## config.mk

```make
export PLATFORM = sky130hd
export DESIGN_NAME = dau_seq_arb
export DESIGN_NICKNAME = d
export VERILOG_FILES = /design/src/rtl/dau_seq_arb_pkg.sv /design/src/rtl/dau_seq_arb.sv
export SDC_FILE = /design/constraint.sdc
export NUM_CORES = 1
export LEC_CHECK = 0
export CAP_MARGIN = 40
export CORE_MARGIN = 3
export CORE_UTILIZATION = 32
export DETAILED_ROUTE_END_ITERATION = 8
export HOLD_SLACK_MARGIN = 0.12
export PLACE_DENSITY = 0.79
export SYNTH_ARGS = -nofsm -noshare
export SYNTH_HDL_FRONTEND = slang
export SYNTH_SLANG_ARGS = --single-unit
```

## constraint.sdc

```tcl
create_clock -name i_clk -period 1.8 [get_ports i_clk]
set_input_delay 0.18 -clock i_clk [delete_from_list [all_inputs] [get_ports i_clk]]
set_output_delay 0.18 -clock i_clk [all_outputs]
set_load 0.05 [all_outputs]
```

## src/rtl/dau_seq_arb_pkg.sv

```systemverilog
// Shared types and constants for the DAU sequencer arbiter.
// Holds the BCDU opcode/flag widths and the arbiter FSM encoding.
package dau_seq_arb_pkg;

  localparam int BCDU_NUM_FLAGS = 4;

  localparam logic [3:0]  BCDU_OP_NOP    = 4'h0;
  localparam logic [15:0] BCDU_NOP_INSTR = {BCDU_OP_NOP, 12'b0};

  typedef enum logic [2:0] {
    ST_IDLE,
    ST_START,
    ST_RUN,
    ST_WAIT,
    ST_FINISH
  } state_t;

endpackage

```

## src/rtl/dau_seq_arb.sv

```systemverilog
// Arbitrates one DAU op onto one of four sequencers and relays its BCDU stream.
// Define DAU_SEQ_ARB_INSTR_CNT_EN to add the o_instr_cnt issued-instruction counter.
module dau_seq_arb
  import dau_seq_arb_pkg::*;
#(
  parameter int COMMA_POS_W = 4,
  parameter int N_SEQ       = 4
) (
  input  logic                          i_clk,
  input  logic                          i_rst,
  input  logic                          i_op_valid,
  input  logic [1:0]                    i_op_code,
  input  logic                          i_sign_a,
  input  logic                          i_sign_b,
  input  logic [COMMA_POS_W-1:0]        i_comma_pos_a,
  input  logic [COMMA_POS_W-1:0]        i_comma_pos_b,
  input  logic [3:0]                    i_addr_a,
  input  logic [3:0]                    i_addr_b,
  output logic                          o_op_ready,
  output logic                          o_done,
  output logic                          o_sign,
  output logic [COMMA_POS_W-1:0]        o_comma_pos,
  output logic [N_SEQ-1:0]              o_seq_start,
  output logic [N_SEQ-1:0]              o_seq_accept,
  output logic                          o_sign_a,
  output logic                          o_sign_b,
  output logic [COMMA_POS_W-1:0]        o_comma_pos_a,
  output logic [COMMA_POS_W-1:0]        o_comma_pos_b,
  output logic [3:0]                    o_addr_a,
  output logic [3:0]                    o_addr_b,
  output logic [BCDU_NUM_FLAGS-1:0]     o_flags,
`ifdef DAU_SEQ_ARB_INSTR_CNT_EN
  output logic [15:0]                   o_instr_cnt,
`endif
  input  logic [N_SEQ-1:0]              i_seq_instr_valid,
  input  logic [16*N_SEQ-1:0]           i_seq_instr,
  input  logic [N_SEQ-1:0]              i_seq_ready,
  input  logic [N_SEQ-1:0]              i_seq_sign,
  input  logic [N_SEQ*COMMA_POS_W-1:0]  i_seq_comma_pos,
  output logic                          o_bcdu_instr_valid,
  output logic [15:0]                   o_bcdu_instr,
  input  logic                          i_bcdu_done,
  input  logic [BCDU_NUM_FLAGS-1:0]     i_bcdu_flags
);

  state_t state, state_nxt;

  logic [1:0] sel;
  logic       seen_busy;
  logic       last_instr;

  logic                   sel_valid;
  logic                   sel_ready;
  logic [15:0]            sel_instr;
  logic [COMMA_POS_W-1:0] sel_comma;

  assign sel_valid = i_seq_instr_valid[sel];
  assign sel_ready = i_seq_ready[sel];
  assign sel_instr = i_seq_instr[{sel, 4'b0000} +: 16];
  assign sel_comma = i_seq_comma_pos[sel*COMMA_POS_W +: COMMA_POS_W];

  always_comb begin
    state_nxt    = state;
    o_op_ready   = 1'b0;
    o_seq_start  = '0;
    o_seq_accept = '0;
    unique case (state)
      ST_IDLE: begin
        o_op_ready = 1'b1;
        if (i_op_valid) state_nxt = ST_START;
      end
      ST_START: begin
        o_seq_start[sel]  = 1'b1;
        o_seq_accept[sel] = 1'b1;
        state_nxt         = ST_RUN;
      end
      ST_RUN: begin
        o_seq_accept[sel] = 1'b1;
        if (sel_valid)
          state_nxt = ST_WAIT;
        else if (sel_ready && seen_busy)
          state_nxt = ST_FINISH;
      end
      ST_WAIT: begin
        if (i_bcdu_done)
          state_nxt = last_instr ? ST_FINISH : ST_RUN;
      end
      ST_FINISH: state_nxt = ST_IDLE;
      default:   state_nxt = ST_IDLE;
    endcase
  end

  always_ff @(posedge i_clk) begin
    if (i_rst) begin
      state              <= ST_IDLE;
      sel                <= '0;
      seen_busy          <= 1'b0;
      last_instr         <= 1'b0;
      o_sign_a           <= 1'b0;
      o_sign_b           <= 1'b0;
      o_comma_pos_a      <= '0;
      o_comma_pos_b      <= '0;
      o_addr_a           <= '0;
      o_addr_b           <= '0;
      o_bcdu_instr_valid <= 1'b0;
      o_bcdu_instr       <= BCDU_NOP_INSTR;
      o_flags            <= '0;
      o_sign             <= 1'b0;
      o_comma_pos        <= '0;
      o_done             <= 1'b0;
    end else begin
      state              <= state_nxt;
      o_bcdu_instr_valid <= 1'b0;
      o_bcdu_instr       <= BCDU_NOP_INSTR;
      o_done             <= 1'b0;
      if (state == ST_IDLE && i_op_valid) begin
        sel           <= i_op_code;
        o_sign_a      <= i_sign_a;
        o_sign_b      <= i_sign_b;
        o_comma_pos_a <= i_comma_pos_a;
        o_comma_pos_b <= i_comma_pos_b;
        o_addr_a      <= i_addr_a;
        o_addr_b      <= i_addr_b;
        seen_busy     <= 1'b0;
        last_instr    <= 1'b0;
      end
      if (state == ST_RUN) begin
        if (!sel_ready) seen_busy <= 1'b1;
        // ready returning together with an instruction marks it as the final one
        if (sel_valid) begin
          o_bcdu_instr_valid <= 1'b1;
          o_bcdu_instr       <= sel_instr;
          if (sel_ready && seen_busy) last_instr <= 1'b1;
        end
      end
      if (state == ST_WAIT && i_bcdu_done)
        o_flags <= i_bcdu_flags;
      if (state == ST_FINISH) begin
        o_sign      <= i_seq_sign[sel];
        o_comma_pos <= sel_comma;
        o_done      <= 1'b1;
      end
    end
  end

`ifdef DAU_SEQ_ARB_INSTR_CNT_EN
  always_ff @(posedge i_clk) begin
    if (i_rst)
      o_instr_cnt <= '0;
    else if (state == ST_IDLE && i_op_valid)
      o_instr_cnt <= '0;
    else if (o_bcdu_instr_valid && o_instr_cnt != 16'hFFFF)
      o_instr_cnt <= o_instr_cnt + 16'd1;
  end
`endif

endmodule

```

# Word-level counts from Yosys, hierarchy flattened
# Index checks and enable logic that the tools add are counted.
totals:
  reg_bits: 52
  latch_bits: 0
  ram_bits: 0
  rom_bits: 0
  inputBits: 120
  output_inout_bits: 54
  word_cells: 64
  n_memories: 0
op_classes:
  n_addsub: 0
  multipliers: 0
  div_mod_pow: 0
  magnitude_cmp: 2
  eq_ne: 7
  shifts: 2
  n_mux: 26
  bitwise_logic: 2
  reduce_logical: 9
op_table:
  columns: ["cell", "n"]
  rows:
  - ["$shiftx A64 B7 Y16", 1]
  - ["$shiftx A16 B5 Y4", 1]
  - ["$mux W3", 5]
  - ["$mux W1", 14]
  - ["$pmux W3 S4", 1]
  - ["$mux W4", 2]
  - ["$bmux W1 S2", 3]
  - ["$eq A3 B2 Y1 const B", 2]
  - ["$logic_and A1 B1 Y1", 4]
  - ["$ne A2 B2 Y1 const B", 2]
  - ["$reduce_or A2 Y1", 2]
  - ["$eq A3 B1 Y1 const B", 1]
  - ["$eq A3 B3 Y1 const B", 1]
  - ["$logic_not A3 Y1", 1]
  - ["$lt A2 B3 Y1 const B", 1]
  - ["$ne A3 B3 Y1 const B", 1]
  - ["$reduce_and A3 Y1", 1]
  - ["$reduce_or A3 Y1", 1]
  - ["$demux W1 S2", 1]
  - ["$ge A2 B1 Y1 const B", 1]
  - ["$not A1 Y1", 2]

# Logic depth before layout (Yosys ltp)
# Gate-level depths: netlist of run 1.
depth:
  ltp_word: 6
  depth_mapped: 7
  mapped_depth_nobuf: 4

# Worst setup path after synthesis of run 1
# Ideal clock, no wire load.
synth_timing:
  path_type: "flip-flop to flip-flop"
  from: "reg state[0]"
  to: "reg seen_busy"
  setup_time_ps: 128
  arrival_ps: 2332
  required_ps: 1672
  path_slack_ps: -659
  stages_incl_launch_ff: 7
  n_path_buf: 2
  period_less_slack_ps: 2459
  cell_sequence: "dfxtp_1 > buf_6 > nor3_1 > nand2_1 > clkbuf_1 > a21oi_1 > nor2_1"
synth_between:
  elab_chain_len: 5
  elab_cells_between_ends: 6
  cone_classes: "eq/ne: 1; mux: 3; reduce/logical: 2"
synth_lines:
  columns: ["item", "line", "text"]
  rows:
  - ["start: declaration", "dau_seq_arb.sv:46", "state_t state, state_nxt;"]
  - ["start signal: assignment", "dau_seq_arb.sv:112", "state <= state_nxt;"]
  - ["$logic_not A3 Y1", "dau_seq_arb.sv:116", "if (state == ST_IDLE && i_op_valid) begin"]
  - ["$logic_and A1 B1 Y1", "dau_seq_arb.sv:116", null]
  - ["$mux W1", "dau_seq_arb.sv:116", null]
  - ["$mux W1", "dau_seq_arb.sv:128", "if (!sel_ready) seen_busy <= 1'b1;"]
  - ["$mux W1 *", "dau_seq_arb.sv:127", "if (state == ST_RUN) begin"]
  - ["end signal: assignment", "dau_seq_arb.sv:97", "seen_busy <= 1'b0;"]
  - ["end signal: assignment", "dau_seq_arb.sv:124", "seen_busy <= 1'b0;"]
  - ["end signal: assignment", "dau_seq_arb.sv:128", null]
  - ["end: declaration", "dau_seq_arb.sv:49", "logic seen_busy;"]
# Every way passes the cells marked *; elsewhere a longest branch is shown, timed or not.
# A chain may end at the register's enable or synchronous reset.

# Final worst setup path of run 1
layout_timing:
  from: "reg sel[1]"
  to: "out o_seq_start[2]"
layout_between:
  elab_chain_len: 5
  elab_cells_between_ends: 6
  cone_classes: "order compare: 2; mux: 3; reduce/logical: 1"
layout_lines:
  columns: ["item", "line", "text"]
  rows:
  - ["start: declaration", "dau_seq_arb.sv:48", "logic [1:0] sel;"]
  - ["start signal: assignment", "dau_seq_arb.sv:117", "sel <= i_op_code;"]
  - ["$lt A2 B3 Y1 (implied by the code) or $ge A2 B1 Y1 (tied branches)", "dau_seq_arb.sv:73", "o_seq_start[sel] = 1'b1;"]
  - ["$logic_and A1 B1 Y1 (implied by the code)", "dau_seq_arb.sv:73", null]
  - ["$mux W1 (implied by the code)", "dau_seq_arb.sv:73", null]
  - ["$demux W1 S2 *", "dau_seq_arb.sv:73", null]
  - ["$mux W4 *", "dau_seq_arb.sv:67", "unique case (state)"]
  - ["end: declaration", "dau_seq_arb.sv:23", "output logic [N_SEQ-1:0] o_seq_start,"]
# Marks and branches as above.

==> flow_metrics.py, run 1 <==
metrics = {
    "synthesis": {
        "yosysWarnings": 0,
        "synthesis.nets": 353,
        "syn_area_um2": 2460,
        "synth.area.top_cells": "dfxtp_1 42%, mux4_2 21%, nand2_1 6.9%, a21oi_1 4.9%, mux2i_1 3.7%",
        "synthDistinctLibCells": 33,
        "synth_top_area_share_pct": 42.4,
        "synth-seq-area-share_pct": 42.4,
        "syn_area_per_cell_um2": 10.5,
        "ys_ff_latch": 52,
        "yosys.area.top_type": "dfxtp_1",
        "syn_inst": 233,
    },
    "power_and_ir_drop": {
        "p_seq_share_pct": 30.6,
        "power_density_nw_per_um2": 992,
        "p_sw_share_pct": 36.8,
        "p_comb_share_pct": 49.0,
        "max-vdd-ir-drop_mv": 0.502,
        "pwr-share-clk_pct": 20.4,
        "power.switching_w": 0.00165,
        "power.internal_w": 0.00283,
        "leakage_nw": 1.70,
    },
    "timing": {
        "finalHoldViolCount": 0,
        "fin_crit_ns": 1.70,
        "finalCritPeriodShare_pct": 94.7,
        "setup_viol_count_final": 0,
        "max_freq_ghz": 0.587,
        "maxSlewViolCount": 0,
        "clock_skew_ns": 0.00446,
        "worstMarginPinSlew_ns": 0.533,
        "rsz0062_at_grt": "yes",
        "slew_headroom_pct": 64.4,
    },
    "clock_network": {
        "h-tree-depth": 2,
        "clkTransAtPathRegs_ns": 0.09,
        "root_buffer": "clkbuf_8",
        "cts_sinks": 52,
        "numCtsBuffers": 5,
        "cts_tree": "built",
        "clock_latency_ns": 0.30,
        "cts.path.max_buffers": 2,
        "cts_hold_buf": 0,
    },
    "global_route": {
        "grt_pass1_wl_mm": 11.6,
        "grtUsageTotal_pct": 16.7,
        "grt_pass1_vias": 2383,
        "use_met2_pct": 29.2,
        "met3_usage_pct": 5.15,
        "use_met1_pct": 19.7,
        "grt_busiest_layer": "met2",
        "antenna_found_initial": 0,
        "grt_max_degree": 37,
        "gr-total-overflow": 0,
    },
    "floorplan": {
        "die_h_um": 93.6,
        "io_pins": 174,
        "rows": 31,
        "die_x_um": 93.6,
        "core_area_um2": 7330,
        "dieArea_um2": 8760,
        "initial_utilization_pct": 33.5,
    },
    "worst_hold_path": {
        "hold_path_class": "primary input to flip-flop",
    },
    "layout": {
        "fill_cells": 586,
        "fin_cells": 510,
        "drive_gt1_share_pct": 18.5,
        "nets": 531,
        "antenna_cells": 0,
        "syn2layout_area_growth_pct": 84.1,
        "final_util_pct": 61.7,
    },
    "routing": {
        "vias": 2364,
        "wirelength_mm": 7.54,
        "drt-initial-drc-count": 47,
        "first_pass_iters": 4,
        "wl_per_cell_um": 14.8,
        "drc": 0,
        "vias_per_cell": 4.64,
        "ant_nets": 0,
    },
    "critical_path": {
        "path_cells": "buf_4 > nand2b_1 > nor2_1 > buf_12",
        "critPathArrivalTime_ns": 1.52,
        "critPathTopFamily": "flip-flops",
        "crit_required_ns": 1.62,
        "crit_fanout": 11,
        "rrSetupSlack_ns": 0.11,
        "worstPathBufferInverterCount": 2,
        "max_stage_delay_ns": 0.51,
        "start_kind": "flip-flop",
        "end_kind": "output pin",
        "critPathSlowestCell": "dfxtp_1",
        "path_class": "flip-flop to output pin",
    },
    "placed_design": {
        "place_inst": 503,
        "place.gp.congestion": 0.797,
        "port_buffers": 173,
        "dp_hpwl_mm": 6.14,
    },
    "flow_run": {
        "maxCapViolations": 0,
    },
    "status": {
        "status": "finished clean",
    },
}
state kept, by name (all words and copies together), names as in the netlist:
name / count
o_done: 1
seen_busy: 1
o_sign: 1
state: 3
last_instr: 1
o_comma_pos_a: 4
o_addr_b: 4
o_addr_a: 4
o_sign_b: 1
o_comma_pos_b: 4
o_bcdu_instr: 16
sel: 2
o_flags: 4
o_comma_pos: 4
o_sign_a: 1
o_bcdu_instr_valid: 1
worst paths after layout:
kind / start / endpoint / cells after the start
worst min-delay path: i_op_code[0] / sel[0] / 3
worst min register to register: o_sign_a / o_sign_a / 2
worst max register to register: sel[0] / state[0] / 4
worst max-delay path: sel[1] / o_seq_start[2] / 4
what timing repair did:
item                       4_1_cts  5_1_grt
pin swaps                        0        0
setup endpoints to repair        3        5
setup buffers                    0        0
gates resized for setup          1        3
hold endpoints to repair         0        0
cell families after synthesis:
kind of cell	synth area share, %
and+or+nand+nor	21.2
muxes	25.2
xor gates and xnor gates	0.357
DFF	42.4
buffers and inverters	4.99
AOI/OAI and AO/OA	5.86
area by class of cell:
cell class              instances  area, um^2  area share (%)
flip-flops and latches         52        1040            23.1
clock buffers                   5        68.8            1.52
multi-input cells             161        1330            29.3
inverters                       2        7.51           0.166
clock inverters                 2        60.1            1.33
repair buffers                189        1890            41.8
well taps                      99         124            2.74
worst reg2reg max path: stages, from the launching register on:
cell and delay (ns):
dfxtp_2 0.42, mux4_2 0.58, nor2_1 0.18, a21oi_1 0.14
mux2_2 0.28
cell usage after synthesis, drive strengths merged:
master	instances
and2b	7
nand3	1
or2	1
buf	11
mux2	1
a21oi	24
nor3	3
dfxtp	52
a31oi	1
nand3b	1
inv	2
nor2b	12
nor2	20
or3	1
a2bb2oi	1
or3b	1
and2	1
mux2i	9
nand2b	5
nand2	45
clkbuf	7
mux4	23
a311oi	1
xor2	1
nor3b	2
through the flow:
step	setup slack [ns]	hold WS (ns)	instance area (um^2)	power, W	setup TNS [ns]
floorplan	-0.243	0.316	2470	0.00282	-0.586
global placement	0.0223	0.443	4380	0.00355	0
global route	-0.0174	0.436	4520	0.00470	-0.0174
CTS	0.0211	0.413	4510	0.00452	0
finish	0.0951	0.420	4520	0.00449	0
detailed placement	0.00741	0.449	4380	0.00359	0
power groups by stage:
stage,registers (W),logic [W],clock network (W)
6_report,0.00137,0.00220,0.000914
5_1_grt,0.00139,0.00234,0.000968
4_1_cts,0.00138,0.00220,0.000944
3_5_place_dp,0.00140,0.00219,0
3_3_place_gp,0.00139,0.00215,0
2_1_floorplan,0.00177,0.00105,0
cell usage in the layout, fill, tap and decap left out, types with 5 or more instances in the layout:
| cell type | instances |
|---|---|
| a21oi_1 | 24 |
| and2b_1 | 7 |
| buf_12 | 5 |
| buf_4 | 20 |
| clkbuf_8 | 5 |
| clkdlybuf4s50_1 | 164 |
| dfxtp_1 | 51 |
| mux2i_1 | 9 |
| mux4_2 | 23 |
| nand2_1 | 45 |
| nor2_1 | 16 |
| nor2b_2 | 7 |
routing by layer:
metal | vias to the layer above | routed length [um]
met4 | 0 | 122
met2 | 101 | 3910
li1 | 1156 | -
met1 | 1093 | 2880
met5 | - | 0
met3 | 14 | 625
No activity file was read; power rests on OpenSTA's default activity.
==> run 2, diff against run 1 <==
--- a/config.mk
+++ b/config.mk
@@ -9,7 +9,7 @@
 export CORE_MARGIN = 3
 export CORE_UTILIZATION = 32
 export DETAILED_ROUTE_END_ITERATION = 8
-export HOLD_SLACK_MARGIN = 0.12
+export HOLD_SLACK_MARGIN = 0.08
 export PLACE_DENSITY = 0.79
 export SYNTH_ARGS = -nofsm -noshare
 export SYNTH_HDL_FRONTEND = slang
==> constraint.sdc (replaced) <==
create_clock -name i_clk -period 1.5 [get_ports i_clk]
set_input_delay 0.15 -clock i_clk [delete_from_list [all_inputs] [get_ports i_clk]]
set_output_delay 0.15 -clock i_clk [all_outputs]
set_load 0.05 [all_outputs]
==> run 2 against run 1 <==
Against the previous run:
- the run now ends with setup timing left
- register-to-register slack lost 0.21 ns
- global-route usage increased by 0.86 points
- core utilization grew 4.4 points
- hold slack worse by 0.039 ns
- non-clock buffer count grew 14
- sequential share of layout area fell by 1.4 points
- sequential power rose by 22%
- power grew 35%
- final area is 7.1% higher
- critical endpoint is now state[0]
- critical path depth is 1 higher
- setup slack worse by 0.19 ns
- critical path type is now flip-flop to flip-flop
==> flow_metrics.py, run 2 (same netlist as run 1, synthesis figures left out) <==
metrics = {
    "status": {
        "status": "finished, violations left",
        "failed_checks": "setup timing",
    },
    "floorplan": {
        "die_h_um": 93.6,
        "io_pins": 174,
        "rows": 31,
        "initial_utilization_pct": 33.5,
        "dieArea_um2": 8760,
        "core_area_um2": 7330,
        "die_x_um": 93.6,
    },
    "routing": {
        "ant_nets": 0,
        "drc": 0,
        "vias": 2488,
        "drt-initial-drc-count": 58,
        "first_pass_iters": 4,
        "vias_per_cell": 4.72,
        "wirelength_mm": 8.14,
        "wl_per_cell_um": 15.5,
    },
    "placed_design": {
        "port_buffers": 173,
        "dp_hpwl_mm": 6.30,
        "place.gp.congestion": 0.736,
        "place_inst": 507,
        "dpl_cell_area_um2": 4370,
    },
    "timing": {
        "finalCritPeriodShare_pct": 107,
        "fin_crit_ns": 1.60,
        "setup_viol_count_final": 18,
        "max_freq_ghz": 0.625,
        "slew_headroom_pct": 84.0,
        "rsz0062_at_grt": "yes",
        "clock_skew_ns": 0.0124,
        "fin_ws_ns": -0.0997,
        "worstMarginPinSlew_ns": 0.240,
        "maxSlewViolCount": 0,
        "finalHoldViolCount": 0,
    },
    "global_route": {
        "grt_max_degree": 25,
        "grtUsageTotal_pct": 17.5,
        "gr-total-overflow": 0,
        "grt_pass1_vias": 2615,
        "antenna_found_initial": 0,
        "grt_pass1_wl_mm": 12.2,
    },
    "clock_network": {
        "h-tree-depth": 2,
        "numCtsBuffers": 5,
        "cts_sinks": 52,
        "cts_hold_buf": 0,
        "root_buffer": "clkbuf_8",
        "cts.path.max_buffers": 2,
        "clock_latency_ns": 0.30,
        "clkTransAtPathRegs_ns": 0.10,
        "cts_tree": "built",
    },
    "layout": {
        "largest-register": "o_bcdu_instr",
        "syn2layout_area_growth_pct": 97.1,
        "multi_input_area_um2": 1550,
        "fin_area_um2": 4840,
        "antenna_cells": 0,
        "layout_common_cells": "119 x clkdlybuf4s50_1, 61 x buf_4, 48 x dfxtp_1, 34 x nand2_1, 23 x mux4_2",
        "fill_cells": 555,
        "drive_gt1_share_pct": 39.0,
        "fin_cells": 527,
        "regArea_um2": 1050,
        "final_common_cell": "clkdlybuf4s50_1",
        "nets": 547,
        "largest_register_ffs": 16,
    },
    "critical_path": {
        "path_cells": "buf_6 > mux4_2 > nand2_4 > a21oi_4 > mux2_4",
        "critPathTopFamily": "multiplexers",
        "max_stage_delay_ns": 0.54,
        "worstPathBufferInverterCount": 1,
        "crit_fanout": 4,
        "end_kind": "flip-flop",
        "start_kind": "flip-flop",
        "critPathSlowestCell": "mux4_2",
        "path_class": "flip-flop to flip-flop",
        "critPathArrivalTime_ns": 1.80,
        "crit_required_ns": 1.70,
    },
    "power_and_ir_drop": {
        "power_density_nw_per_um2": 1250,
        "leakage_nw": 1.94,
        "max-vdd-ir-drop_mv": 0.648,
    },
    "flow_run": {
        "maxCapViolations": 0,
    },
    "worst_hold_path": {
        "hold_path_class": "primary input to flip-flop",
    },
}
## run 2: layer usage
layer  global-route usage (%)  vias up  wire (um)
li1                         -     1193          -
met1                     18.6     1189       2980
met2                     33.5      101       4380
met3                     5.47        5        738
met4                     4.09        0         48
met5                        0        -          0
## run 2: tightest hold or removal path, cell delays in order
cell	delay (ns)
clkdlybuf4s50_1	0.39
nand2_1	0.05
a21oi_1	0.05
## run 2: final timing paths
check	startpoint	endpoint	slack, ns	cells past startpoint
worst max register to register	sel[0]	state[0]	-0.1	5
worst max-delay path	sel[0]	state[0]	-0.1	5
worst min-delay path	i_sign_a	o_sign_a	0.38	3
worst min register to register	o_addr_a[2]	o_addr_a[2]	0.46	2
## run 2: final cells by class
cell class,count,area share (%)
Timing Repair Buffer,203,41.4
Multi-Input combinational cell,163,32.0
Sequential cell,52,21.7
Tap cell,99,2.56
Clock buffer,6,1.50
Clock inverter,2,0.724
Inverter,2,0.155
## run 2: repair_timing
| item | CTS | global route |
|---|---|---|
| endpoints found under the setup margin | 28 | 54 |
| gates resized for setup | 31 | 33 |
| gates cloned | 1 | 2 |
| hold endpoints to repair | 0 | 0 |
| pin swaps | 8 | 18 |
| setup buffers | 6 | 5 |
## run 2: power by group
part           internal [W]  switching, W
registers           0.00156      0.000107
logic               0.00167       0.00178
clock network      0.000496      0.000440
## run 2: through the flow
step	setup slack, ns	total power (W)	hold slack, ns	TNS (ns)	utilization [%]
floorplan	-0.108	0.00350	0.278	-2.64	-
global placement	-0.303	0.00442	0.444	-5.30	59.5
global route	-0.141	0.00634	0.378	-2.06	66.1
CTS	-0.104	0.00574	0.373	-0.516	63.3
finish	-0.0997	0.00605	0.380	-0.389	66.1
detailed placement	-0.301	0.00448	0.450	-5.31	59.5
==> run 3, diff against run 2 <==
--- a/config.mk
+++ b/config.mk
@@ -5,8 +5,6 @@
 export SDC_FILE = /design/constraint.sdc
 export NUM_CORES = 1
 export LEC_CHECK = 0
-export CAP_MARGIN = 40
-export CORE_MARGIN = 3
 export CORE_UTILIZATION = 32
 export DETAILED_ROUTE_END_ITERATION = 8
 export HOLD_SLACK_MARGIN = 0.08
==> run 3 against run 2 <==
Against the previous run:
- the flow still finishes with violations (setup timing)
- critical path depth grew 1
- final area grew 1.1%
- global-route usage grew 0.55 points
- final cell count is the same
- largest cell class unchanged
==> flow_metrics.py, run 3 (same netlist as run 1, synthesis figures left out) <==
metrics = {
    "layout": {
        "largest_register_ffs": 16,
        "layout_common_cells": "119 x clkdlybuf4s50_1, 58 x buf_4, 48 x dfxtp_1, 35 x nand2_1, 23 x mux4_2",
        "fin_area_um2": 4900,
        "final_common_cell": "clkdlybuf4s50_1",
        "largest-register": "o_bcdu_instr",
        "drive_gt1_share_pct": 40.7,
        "fill_cells": 560,
        "nets": 547,
        "syn2layout_area_growth_pct": 99.3,
        "antenna_cells": 0,
    },
    "floorplan": {
        "dieArea_um2": 8030,
        "core_area_um2": 7330,
        "die_x_um": 89.6,
        "rows": 31,
        "io_pins": 174,
        "die_h_um": 89.6,
        "initial_utilization_pct": 33.5,
    },
    "clock_network": {
        "cts_sinks": 52,
        "root_buffer": "clkbuf_8",
        "clkTransAtPathRegs_ns": 0.09,
        "h-tree-depth": 2,
        "cts.path.max_buffers": 2,
        "numCtsBuffers": 5,
        "cts_tree": "built",
        "clock_latency_ns": 0.30,
        "cts_hold_buf": 0,
    },
    "routing": {
        "vias": 2459,
        "wirelength_mm": 7.81,
        "drt-initial-drc-count": 33,
        "first_pass_iters": 4,
        "drc": 0,
        "wl_per_cell_um": 14.8,
        "vias_per_cell": 4.67,
        "ant_nets": 0,
    },
    "status": {
        "failed_checks": "setup timing",
        "status": "finished, violations left",
    },
    "critical_path": {
        "path_class": "flip-flop to flip-flop",
        "r2r_cells": 6,
        "critPathArrivalTime_ns": 1.77,
        "crit_required_ns": 1.69,
        "start_kind": "flip-flop",
        "crit_fanout": 5,
        "end_kind": "flip-flop",
    },
    "power_and_ir_drop": {
        "power_density_nw_per_um2": 1200,
        "leakage_nw": 1.98,
        "finalPower_w": 0.00590,
        "max-vdd-ir-drop_mv": 0.731,
    },
    "timing": {
        "maxSlewViolCount": 0,
        "finalCritPeriodShare_pct": 106,
        "clock_skew_ns": 0.00734,
        "worstMarginPinSlew_ns": 0.274,
        "setup_tns_ns": -0.237,
        "finalHoldViolCount": 0,
        "setup_viol_count_final": 13,
        "rsz0062_at_grt": "yes",
        "max_freq_ghz": 0.631,
        "slew_headroom_pct": 81.7,
        "fin_ws_ns": -0.0849,
        "whs_ns": 0.382,
        "fin_crit_ns": 1.58,
    },
    "flow_run": {
        "maxCapViolations": 0,
    },
    "worst_hold_path": {
        "hold_path_class": "primary input to flip-flop",
        "min_path_cells": 3,
    },
    "global_route": {
        "grtUsageTotal_pct": 18.1,
        "grt_max_degree": 33,
        "gr-total-overflow": 0,
        "grt_pass1_wl_mm": 10.8,
        "grt_pass1_vias": 2411,
        "antenna_found_initial": 0,
    },
    "placed_design": {
        "dpl_cell_area_um2": 4470,
        "dp_hpwl_mm": 6.03,
        "port_buffers": 173,
        "place.gp.congestion": 0.790,
    },
}
==> run 3: through the flow <==
stage	util [%]	std cells	setup WS (ns)
final	66.8	527	-0.0849
after global routing	66.8	527	-0.116
after detailed placement	60.9	512	-0.275
after global placement	60.9	512	-0.216
after CTS	63.1	523	-0.139
after floorplan	-	233	-0.108
==> run 3: path summary, 6_finish.rpt <==
check | startpoint | endpoint | slack, ns
setup / recovery | state[0] | state[0] | -0.08
hold / removal | i_op_code[1] | sel[1] | 0.38
setup reg to reg | state[0] | state[0] | -0.08
hold reg to reg | o_comma_pos_a[3] | o_comma_pos_a[3] | 0.46
==> run 3: worst max-delay path: stages (launching register included) <==
cell and delay [ns]:
dfxtp_2 0.34, buf_6 0.13, buf_4 0.15, or3_1 0.39, a21oi_2 0.14, a21oi_2 0.06, mux2_2 0.27
==> run 3: layout make-up <==
class,instances,area (um^2),area share [%]
Inverter,2,7.51,0.153
Multi-Input combinational cell,162,1560,31.8
Clock buffer,7,86.3,1.76
Timing Repair Buffer,204,2060,42.1
Tap cell,99,124,2.53
Sequential cell,52,1050,21.4
Clock inverter,1,7.51,0.153
==> run 3: repair_timing <==
item	in CTS	in global routing
setup buffers	3	2
endpoints found under the hold margin	0	0
gates resized for setup	18	49
pin swaps	8	19
gates cloned	1	2
setup endpoints to repair	31	41
==> run 3: where the power goes <==
| group | internal, W | leakage, nW | switching, W |
|---|---|---|---|
| clock | 0.000375 | 0.0445 | 0.000435 |
| sequential | 0.00156 | 0.424 | 0.0000977 |
| combinational | 0.00169 | 1.51 | 0.00173 |
==> run 3: metal layers <==
layer | vias to the layer above | GRT usage, % | routed length, um
met5 | - | 0 | 0
li1 | 1192 | - | -
met3 | 7 | 5.21 | 599
met4 | 0 | 6.35 | 58
met1 | 1157 | 19.1 | 3020
met2 | 103 | 34.1 | 4140
